<file path="config.mk">
export PLATFORM = sky130hd
export DESIGN_NAME = uart_tx
export DESIGN_NICKNAME = d
export VERILOG_FILES = /design/src/rtl/uart_pkg.sv /design/src/rtl/uart_baud_tick.sv /design/src/rtl/uart_tx.sv
export SDC_FILE = /design/constraint.sdc
export NUM_CORES = 1
export LEC_CHECK = 0
export ABC_AREA = 1
export BUFFER_PORTS_ARGS = -buffer_cell sky130_fd_sc_hd__clkbuf_2
export CELL_PAD_IN_SITES_DETAIL_PLACEMENT = 0
export CELL_PAD_IN_SITES_GLOBAL_PLACEMENT = 1
export CORE_ASPECT_RATIO = 1.1
export CORE_MARGIN = 2
export CORE_UTILIZATION = 42
export CTS_BUF_LIST = sky130_fd_sc_hd__clkbuf_8 sky130_fd_sc_hd__clkbuf_16
export DETAILED_ROUTE_END_ITERATION = 16
export GPL_TIMING_DRIVEN = 0
export PLACE_DENSITY = 0.89
export SETUP_SLACK_MARGIN = 0.5
export SYNTH_ARGS = -nofsm -noshare
export SYNTH_HDL_FRONTEND = slang
export SYNTH_SLANG_ARGS = --single-unit
</file>
<file path="constraint.sdc">
create_clock -name i_CLK -period 1.8 [get_ports i_CLK]
set_input_delay 0.27 -clock i_CLK [delete_from_list [all_inputs] [get_ports i_CLK]]
set_output_delay 0.27 -clock i_CLK [all_outputs]
set_load 0.02 [all_outputs]
</file>
<file path="src/rtl/uart_pkg.sv">
// Shared UART definitions: transmitter state encoding and serial framing levels.
// The PARITY state exists only when UART_TX_PARITY_EN is defined.
package uart_pkg;

    typedef enum logic [2:0] {
        ST_IDLE   = 3'd0,
        ST_READ   = 3'd1,
        ST_LATCH  = 3'd2,
        ST_START  = 3'd3,
        ST_DATA   = 3'd4,
`ifdef UART_TX_PARITY_EN
        ST_PARITY = 3'd5,
`endif
        ST_STOP   = 3'd6
    } tx_state_t;

    localparam logic UART_START_BIT = 1'b0;
    localparam logic UART_STOP_BIT  = 1'b1;

endpackage

</file>
<file path="src/rtl/uart_baud_tick.sv">
// Bit-time counter: counts 0..CLKS_PER_BIT-1 while enabled and strobes o_tick
// on the last cycle of each bit, restarting from zero for the next bit.
module uart_baud_tick #(
    parameter int CLKS_PER_BIT = 217
) (
    input  logic i_CLK,
    input  logic i_RESET_n,
    input  logic i_en,
    output logic o_tick
);

    localparam int               CNT_W   = $clog2(CLKS_PER_BIT);
    localparam logic [CNT_W-1:0] LP_LAST = CNT_W'(CLKS_PER_BIT - 1);

    logic [CNT_W-1:0] r_count;

    assign o_tick = i_en && (r_count == LP_LAST);

    // Held at zero outside bit-timed states, so every state or bit change starts fresh.
    always_ff @(posedge i_CLK or negedge i_RESET_n) begin
        if (!i_RESET_n) begin
            r_count <= '0;
        end else if (!i_en || o_tick) begin
            r_count <= '0;
        end else begin
            r_count <= r_count + 1'b1;
        end
    end

endmodule

</file>
<file path="src/rtl/uart_tx.sv">
// UART transmitter fed by a registered-output FIFO; 8N1 framing by default,
// even parity bit after the payload when UART_TX_PARITY_EN is defined.
module uart_tx
    import uart_pkg::*;
#(
    parameter int CLKS_PER_BIT = 217,
    parameter int DATA_WIDTH   = 8
) (
    input  logic                  i_CLK,
    input  logic                  i_RESET_n,
    input  logic [DATA_WIDTH-1:0] i_Fifo_Data,
    input  logic                  i_Fifo_Empty,
    output logic                  o_Fifo_Read_EN,
    output logic                  o_TX,
    output logic                  o_Busy,
    output logic                  o_Done
);

    localparam int               IDX_W       = (DATA_WIDTH > 1) ? $clog2(DATA_WIDTH) : 1;
    localparam logic [IDX_W-1:0] LP_LAST_BIT = IDX_W'(DATA_WIDTH - 1);

    tx_state_t             r_state, w_state_next;
    logic [DATA_WIDTH-1:0] r_shift, w_shift_next;
    logic [IDX_W-1:0]      r_bit_idx, w_bit_idx_next;
    logic                  r_tx, w_tx_next;
    logic                  w_bit_en;
    logic                  w_tick;
`ifdef UART_TX_PARITY_EN
    logic                  r_parity, w_parity_next;
`endif

    assign w_bit_en = !(r_state inside {ST_IDLE, ST_READ, ST_LATCH});

    uart_baud_tick #(
        .CLKS_PER_BIT(CLKS_PER_BIT)
    ) u_baud_tick (
        .i_CLK    (i_CLK),
        .i_RESET_n(i_RESET_n),
        .i_en     (w_bit_en),
        .o_tick   (w_tick)
    );

    // NOTE: every variable gets its hold value first, so no path can infer a latch.
    always_comb begin
        w_state_next   = r_state;
        w_shift_next   = r_shift;
        w_bit_idx_next = r_bit_idx;
        w_tx_next      = r_tx;
`ifdef UART_TX_PARITY_EN
        w_parity_next  = r_parity;
`endif
        case (r_state)
            ST_IDLE: begin
                if (!i_Fifo_Empty) w_state_next = ST_READ;
            end
            ST_READ: begin
                w_state_next = ST_LATCH;
            end
            ST_LATCH: begin
                w_shift_next = i_Fifo_Data;
`ifdef UART_TX_PARITY_EN
                w_parity_next = ^i_Fifo_Data;
`endif
                w_tx_next    = UART_START_BIT;
                w_state_next = ST_START;
            end
            ST_START: begin
                if (w_tick) begin
                    w_bit_idx_next = '0;
                    w_tx_next      = r_shift[0];
                    w_state_next   = ST_DATA;
                end
            end
            ST_DATA: begin
                if (w_tick) begin
                    if (r_bit_idx == LP_LAST_BIT) begin
`ifdef UART_TX_PARITY_EN
                        w_tx_next    = r_parity;
                        w_state_next = ST_PARITY;
`else
                        w_tx_next    = UART_STOP_BIT;
                        w_state_next = ST_STOP;
`endif
                    end else begin
                        w_bit_idx_next = r_bit_idx + 1'b1;
                        w_shift_next   = r_shift >> 1;
                        w_tx_next      = w_shift_next[0];
                    end
                end
            end
`ifdef UART_TX_PARITY_EN
            ST_PARITY: begin
                if (w_tick) begin
                    w_tx_next    = UART_STOP_BIT;
                    w_state_next = ST_STOP;
                end
            end
`endif
            ST_STOP: begin
                if (w_tick) w_state_next = ST_IDLE;
            end
            default: begin
                w_tx_next    = UART_STOP_BIT;
                w_state_next = ST_IDLE;
            end
        endcase
    end

    // NOTE: non-blocking assignments keep every register sampling pre-edge values.
    // NOTE: the shift register is a handful of flops, not a RAM, so it is reset too.
    always_ff @(posedge i_CLK or negedge i_RESET_n) begin
        if (!i_RESET_n) begin
            r_state   <= ST_IDLE;
            r_shift   <= '0;
            r_bit_idx <= '0;
            r_tx      <= UART_STOP_BIT;
`ifdef UART_TX_PARITY_EN
            r_parity  <= 1'b0;
`endif
        end else begin
            r_state   <= w_state_next;
            r_shift   <= w_shift_next;
            r_bit_idx <= w_bit_idx_next;
            r_tx      <= w_tx_next;
`ifdef UART_TX_PARITY_EN
            r_parity  <= w_parity_next;
`endif
        end
    end

    assign o_TX           = r_tx;
    assign o_Busy         = (r_state != ST_IDLE);
    assign o_Fifo_Read_EN = (r_state == ST_READ);
    assign o_Done         = (r_state == ST_STOP) && w_tick;

endmodule

</file>
==> metrics.csv, run 1 <==
stage,metric,value,unit
status,status,"complete, but fails checks",
status,violated checks,hold timing,
worst_setup_path,CP Launch Type,flop,
finish,Area Overhead vs Synth,43.46,%
finish,layout cell share with drive strength beyond 1,0.4455,
timing,Max Transition Viols Final,0,
finish,ant diodes,0,
synthesis,commonest cells in the netlist,"nand2_1 (59), dfrtp_1 (22), nor2_1 (17)",
timing,Max transition margin,0.6062,
power,Gate power share,0.045,
global_routing,Total GRT Usage,0.1755,
placed_design,routability cong.,0.8251,
floorplanning,Core Region,3074,um^2
power,maximum vdd drop,408.0,uV
global_routing,initial antenna violation count,0,
synthesis,Post-Synth XOR/XNOR Area,0.006404,
finish,fill cell count,242,
power,Clock Power Share,0.364,
drt,total wire length,3.160,mm
synthesis,Synth warnings,0,
synthesis,simple-gate share of the synthesized area,0.4373,
cts,CTS Sinks,23,
global_routing,global-route wire length before repair,5.112,mm
timing,Setup Skew,2.496,ps
timing,minimum clock period,1640,ps
placed_design,hpwl dp,2.021,mm
min_path,Min-Delay Path Class,in -> async,
floorplanning,io pins,15,
power,leakage power,1.034,nW
synthesis,cell with the most instances after synthesis,nand2_1,
floorplanning,chip height,63.85,um
synthesis,Adder-Cell Fraction of Synth Area,0.03660,
worst_setup_path,"Data arrival, critical path",1370,ps
power,Power Density,460.0,nW/um^2
drt,DR WL/cell,12.90,um
synthesis,"area leader, netlist",dfrtp_1,
worst_setup_path,CP Data Required Time,1530,ps
floorplanning,starting density of the core,0.4449,
power,Sequential Power Share,0.590,
timing,endpoints failing setup,0,
timing,hold_ws,-12.92,ps
cts,Worst-Skew Late Latency,270,ps
synthesis,"Net Count, Synth",187,
cts,CTS tree,done,
synthesis,Mapped Cells,172,
drt,DR iter-0 viols,62,
global_routing,largest net degree at the start of global routing,24,
timing,RSZ-0062 raised after global routing,yes,
drt,Via Count,1290,
timing,Tcrit/Tclk final,0.9113,
timing,Worst-Margin Slew,590.7,ps
synthesis,Syn Area/Cell,7.951,um^2
drt,vias per cell,5.265,
power,Int Power,0.6983,mW
synthesis,largest family of logic cells by synthesized area,simple AND/OR/NAND/NOR gates,
synthesis,mux share of post-synthesis cell area,0,
cts,# H-tree levels,1,
power,Sw Pwr,0.2041,mW
timing,TNS Setup,0,ps
synthesis,top post-synthesis cells by area,"dfrtp_1 (40%), nand2_1 (16%), nand3_1 (5.5%)",
synthesis,asr flop ratio synth,1.000,
synthesis,compound-gate portion of the synthesized area,0.02745,
synthesis,top-area cell type share of the netlist area,0.4026,
floorplanning,Die ar.,3729,um^2
floorplanning,Rows,21,
placed_design,PortBufs,14,
worst_setup_path,Worst Setup End Kind,output port,
run,max_cap viols,0,
worst_setup_path,Crit Path Category,reg -> out,
cts,Max Root-Sink Buffers,2,
synthesis,sequential-to-total area share from yosys stat,0.4218,
floorplanning,Die Wd,58.41,um
cts,TritonCTS buffer count,3,
finish,nets,227,
power,sw frac,0.2262,
drt,post-route ant nets,0,
synthesis,Cell variety after synth,26,
global_routing,final global-route overflow total,0,
drt,Pre-antenna DRT Iters,4,
drt,DRC Markers,0,
synthesis,"Primary FF master, synth",dfrtp_1,
worst_setup_path,R2R cell count,11,
timing,final hold violation count,22,
synthesis,Synth Register Bits,23,
finish,Multi-input gate area,927.1,um^2
cts,"Reg clk slew, reported paths",90,ps
synthesis,Post-synth EDFFs,0,
cts,root buf cell,clkbuf_8,
global_routing,vias in the first global route,1230,
finish,final core utilization,0.6382,
timing,Max Fclk,0.6096,GHz
finish,FF+latch area,579.3,um^2
synthesis,synthesized cell area,1368,um^2
worst_setup_path,top fanout value on the critical path,2,
[layer usage]
layer	share of wire	global-route usage	vias to the layer above
met2	0.55	0.3202	25
met4	0.012	0.06686	0
li1	-	-	638
met3	0.029	0.02632	6
met5	0	0	-
met1	0.41	0.2000	621
[cell families after synthesis]
logic type | Yosys count
AND/OR/NAND/NOR | 120
flip-flops | 23
buffers and inverters | 18
AO/OA/AOI/OAI | 6
adder cells (fa/ha/maj) | 4
XOR/XNOR | 1
[worst max-delay path: stages (launching register included)]
cell and delay [ps]:
dfrtp_1 390, inv_1 60, ha_2 170, inv_2 40, nor2_4 90, nand2_4 70, nor3_4 110, clkbuf_8 170
[cell type report]
cell class,count,share of cell area
plain buffers,2,0.01339
flip-flops and latches,23,0.2953
repair buffers,32,0.1307
inverters,16,0.03954
clock buffers,3,0.02105
repair inverters,1,0.003189
multi-input cells,133,0.4726
clock inverters,1,0.002551
well taps,34,0.02168
[sequential cells by signal (all words and copies together) (netlist names)]
name / count
o_TX: 1
r_bit_idx: 3
r_shift: 8
r_state: 3
u_baud_tick.r_count: 8
[cell usage in the layout, fill, tap and decap left out, types with 2 or more instances in the layout]
cell type	count
a21oi_1	3
buf_4	14
buf_6	4
buf_8	2
clkbuf_2	11
clkbuf_8	5
dfrtp_1	20
dfrtp_2	2
ha_2	2
inv_1	9
inv_2	3
inv_4	3
nand2_1	45
nand2_2	13
nand2_4	4
nand2_8	7
nand3_1	12
nand3_4	2
nand4_1	8
nor2_1	13
nor2_2	4
nor2_4	2
nor2_8	2
nor3_2	2
[power groups by stage]
stage	Sequential (mW)	Clock, mW	Combinational (mW)
3_5_place_dp	0.541	0	0.0398
6_report	0.533	0.329	0.0407
3_3_place_gp	0.541	0	0.0381
2_1_floorplan	0.540	0	0.0161
5_1_grt	0.534	0.356	0.0470
4_1_cts	0.531	0.334	0.0395
[worst paths after layout]
check                                                 start                               end  slack, ps
max reg2reg                u_baud_tick.r_count[0]$_DFF_PN0_            r_shift[2]$_DFFE_PN0P_        250
min in group i_CLK                           i_Fifo_Data[7]            r_shift[7]$_DFFE_PN0P_        230
max in group asynchronous                         i_RESET_n            r_state[2]$_DFFE_PN0P_       1390
max                        u_baud_tick.r_count[0]$_DFF_PN0_                            o_Done        160
min                                               i_RESET_n  u_baud_tick.r_count[6]$_DFF_PN0_        -10
min reg2reg                          r_shift[4]$_DFFE_PN0P_            r_shift[4]$_DFFE_PN0P_        500
[through the flow]
stage,area [um^2],total power [mW],instances,setup WS [ps],hold slack [ps]
after global placement,1509,0.5787,220,241.5,296.7
after CTS,1777,0.9047,240,143.0,7.012
after floorplan,1396,0.5558,172,418.0,-25.59
final,1962,0.9024,245,159.6,-12.92
after detailed placement,1509,0.5805,220,206.4,299.8
after global routing,1962,0.9373,245,94.05,30.85
[timing repair]
| item | CTS | global route |
|---|---|---|
| pin swaps | 5 | 11 |
| gates cloned | 2 | 1 |
| buffers inserted | 14 | 4 |
| endpoints found under the setup margin | 25 | 26 |
| resized for setup | 32 | 35 |
| hold buffers | 0 | 0 |
| endpoints found under the hold margin | 0 | 0 |
No activity file was read; power rests on OpenSTA's default activity.
==> inputs of run 2 (changes only) <==
CAP_MARGIN = 20   (was unset)
CELL_PAD_IN_SITES_DETAIL_PLACEMENT = 1   (was 0)
==> run 2 against run 1 <==
  * The flow still finishes with violations (hold timing)
  * Flip-flop and latch count unchanged
  * First-iteration DRC count increased by 3.2%
  * Cell area increased by 3.1%
  * Final cell count decreased by 0.41%
  * Combinational power increased by 20%
  * Routed wire length increased by 66%
  * Clock power increased by 4%
  * Count of clock-buffer cells in the layout unchanged
  * Global-route usage increased by 11 points
  * Power increased by 2.8%
  * Sequential power about the same
  * Via count increased by 4.9%
  * Critical path type unchanged
  * Largest cell class unchanged
==> metrics.csv, run 2 (synthesis results as in run 1) <==
stage,metric,value,unit
cts,Worst-Skew Late Latency,280,ps
finish,Multi-input gate area,963.4,um^2
drt,Via Count,1353,
finish,fin cells,244,
drt,vias per cell,5.545,
global_routing,final global-route overflow total,0,
timing,Tcrit/Tclk final,0.9213,
worst_setup_path,CP Launch Type,flop,
status,status,"complete, but fails checks",
floorplanning,Die ar.,3729,um^2
worst_setup_path,"Data arrival, critical path",1390,ps
timing,final hold violation count,22,
worst_setup_path,Crit Path Category,reg -> out,
global_routing,largest net degree at the start of global routing,24,
finish,nets,226,
run,max_cap viols,0,
cts,# H-tree levels,1,
placed_design,PortBufs,14,
power,total power,0.9273,mW
floorplanning,io pins,15,
drt,Pre-antenna DRT Iters,4,
drt,post-route ant nets,0,
finish,Area Overhead vs Synth,47.85,%
floorplanning,chip height,63.85,um
min_path,Min-Delay Path Class,in -> async,
drt,DR iter-0 viols,64,
drt,DRC Markers,0,
drt,total wire length,5.233,mm
global_routing,global-route wire length before repair,7.817,mm
power,leakage power,1.043,nW
timing,Setup Skew,1.934,ps
timing,hold_ws,-7.677,ps
floorplanning,starting density of the core,0.4449,
finish,FF+latch area,579.3,um^2
cts,CTS tree,done,
timing,minimum clock period,1658,ps
cts,CTS Sinks,23,
worst_setup_path,top fanout value on the critical path,2,
global_routing,vias in the first global route,1501,
worst_setup_path,max incr delay on CP,390,ps
floorplanning,Core Region,3074,um^2
floorplanning,Die Wd,58.41,um
timing,Worst-Margin Slew,623.6,ps
timing,TNS Setup,0,ps
placed_design,post-placement cell count,220,
drt,DR WL/cell,21.45,um
placed_design,routability cong.,0.8251,
finish,"leading cell type in the layout, fill and taps excluded",nand2_1,
finish,ant diodes,0,
power,maximum vdd drop,398.8,uV
finish,Largest regs,"r_shift: 8 flops, u_baud_tick.r_count: 8 flops",
placed_design,hpwl dp,2.539,mm
finish,layout cell share with drive strength beyond 1,0.4619,
worst_setup_path,R2R cell count,8,
worst_setup_path,"critical path, cell by cell",inv_1 > ha_2 > inv_2 > nor2_4 > nand2_4 > nor3_4 > clkbuf_8,
finish,fill cell count,360,
timing,endpoints failing setup,0,
status,violated checks,hold timing,
cts,"Reg clk slew, reported paths",90,ps
cts,Max Root-Sink Buffers,2,
worst_setup_path,Worst Setup End Kind,output port,
timing,Max transition margin,0.5843,
floorplanning,Rows,21,
worst_setup_path,CP Data Required Time,1530,ps
global_routing,initial antenna violation count,0,
power,Power Density,458.6,nW/um^2
global_routing,Total GRT Usage,0.2823,
worst_setup_path,slowest stage cell on the critical path,dfrtp_1,
timing,RSZ-0062 raised after global routing,yes,
finish,most frequent cells in the layout,"nand2_1 (45), dfrtp_1 (20), buf_4 (14), nand3_1 (13)",
timing,Max Transition Viols Final,0,
cts,TritonCTS buffer count,3,
cts,root buf cell,clkbuf_8,
timing,Max Fclk,0.6030,GHz
[run 2: cell types whose count changed in the layout (fill, tap and decap cells not counted), moves of 2 or more]
cell / delta
buf_12: +3
buf_6: -2
nand2_2: -2
nand2_4: +2
nand3_4: -2
nor2_1: -2
nor2_4: +3
nor3_4: +2
[run 2: cell type report]
class	count	share of cell area
flip-flops and latches	23	0.2865
repair buffers	32	0.1355
inverters	16	0.04208
clock inverters	1	0.002475
clock buffers	3	0.02042
well taps	34	0.02104
plain buffers	2	0.01547
multi-input cells	133	0.4765
[run 2: critical path: cells and delay by family (launching register included)]
family	cells	cell delay, ps
adder cells (fa/ha/maj)	1	170
buffers and inverters	3	280
AND/OR/NAND/NOR	3	280
flip-flops	1	390
[run 2: power breakdown]
group | switching (mW) | total [mW] | internal [mW] | leakage, nW
clock network | 0.187 | 0.343 | 0.155 | 0.0255
logic | 0.0295 | 0.0489 | 0.0193 | 0.754
registers | 0.0104 | 0.536 | 0.525 | 0.263
[run 2: worst paths after layout]
| kind | slack (ps) | from | end |
|---|---|---|---|
| max in group asynchronous | 1370 | i_RESET_n | r_state[1]$_DFFE_PN0P_ |
| setup reg to reg | 230 | r_state[1]$_DFFE_PN0P_ | r_shift[3]$_DFFE_PN0P_ |
| setup / recovery | 140 | u_baud_tick.r_count[1]$_DFF_PN0_ | o_Done |
| hold / removal | -8 | i_RESET_n | u_baud_tick.r_count[6]$_DFF_PN0_ |
| min in group i_CLK | 260 | i_Fifo_Data[7] | r_shift[7]$_DFFE_PN0P_ |
| hold reg to reg | 510 | r_shift[5]$_DFFE_PN0P_ | r_shift[5]$_DFFE_PN0P_ |
[run 2: per-stage QoR]
stage	hold WS (ps)	setup WS, ps	utilization	cell area (um^2)
5_1_grt	31.18	67.28	0.6577	2022
3_5_place_dp	306.5	203.6	0.4908	1509
3_3_place_gp	296.7	241.5	0.4908	1509
6_report	-7.677	141.6	0.6577	2022
2_1_floorplan	-25.59	418.0	-	1396
4_1_cts	6.012	138.5	0.6219	1912
[run 2: routing by layer]
| metal | GRT usage | routed length, um | up-vias |
|---|---|---|---|
| li1 | - | - | 639 |
| met1 | 0.3136 | 1904 | 666 |
| met2 | 0.5449 | 3017 | 31 |
| met3 | 0.03036 | 116 | 17 |
| met4 | 0.08140 | 194 | 0 |
| met5 | 0 | 0 | - |
[run 2: repair_timing]
action | 4_1_cts | 5_1_grt
cloned | 2 | 0
hold buffers | 0 | 0
resized for setup | 57 | 17
pin swaps | 18 | 13
setup endpoints to repair | 26 | 26
setup buffers | 13 | 5
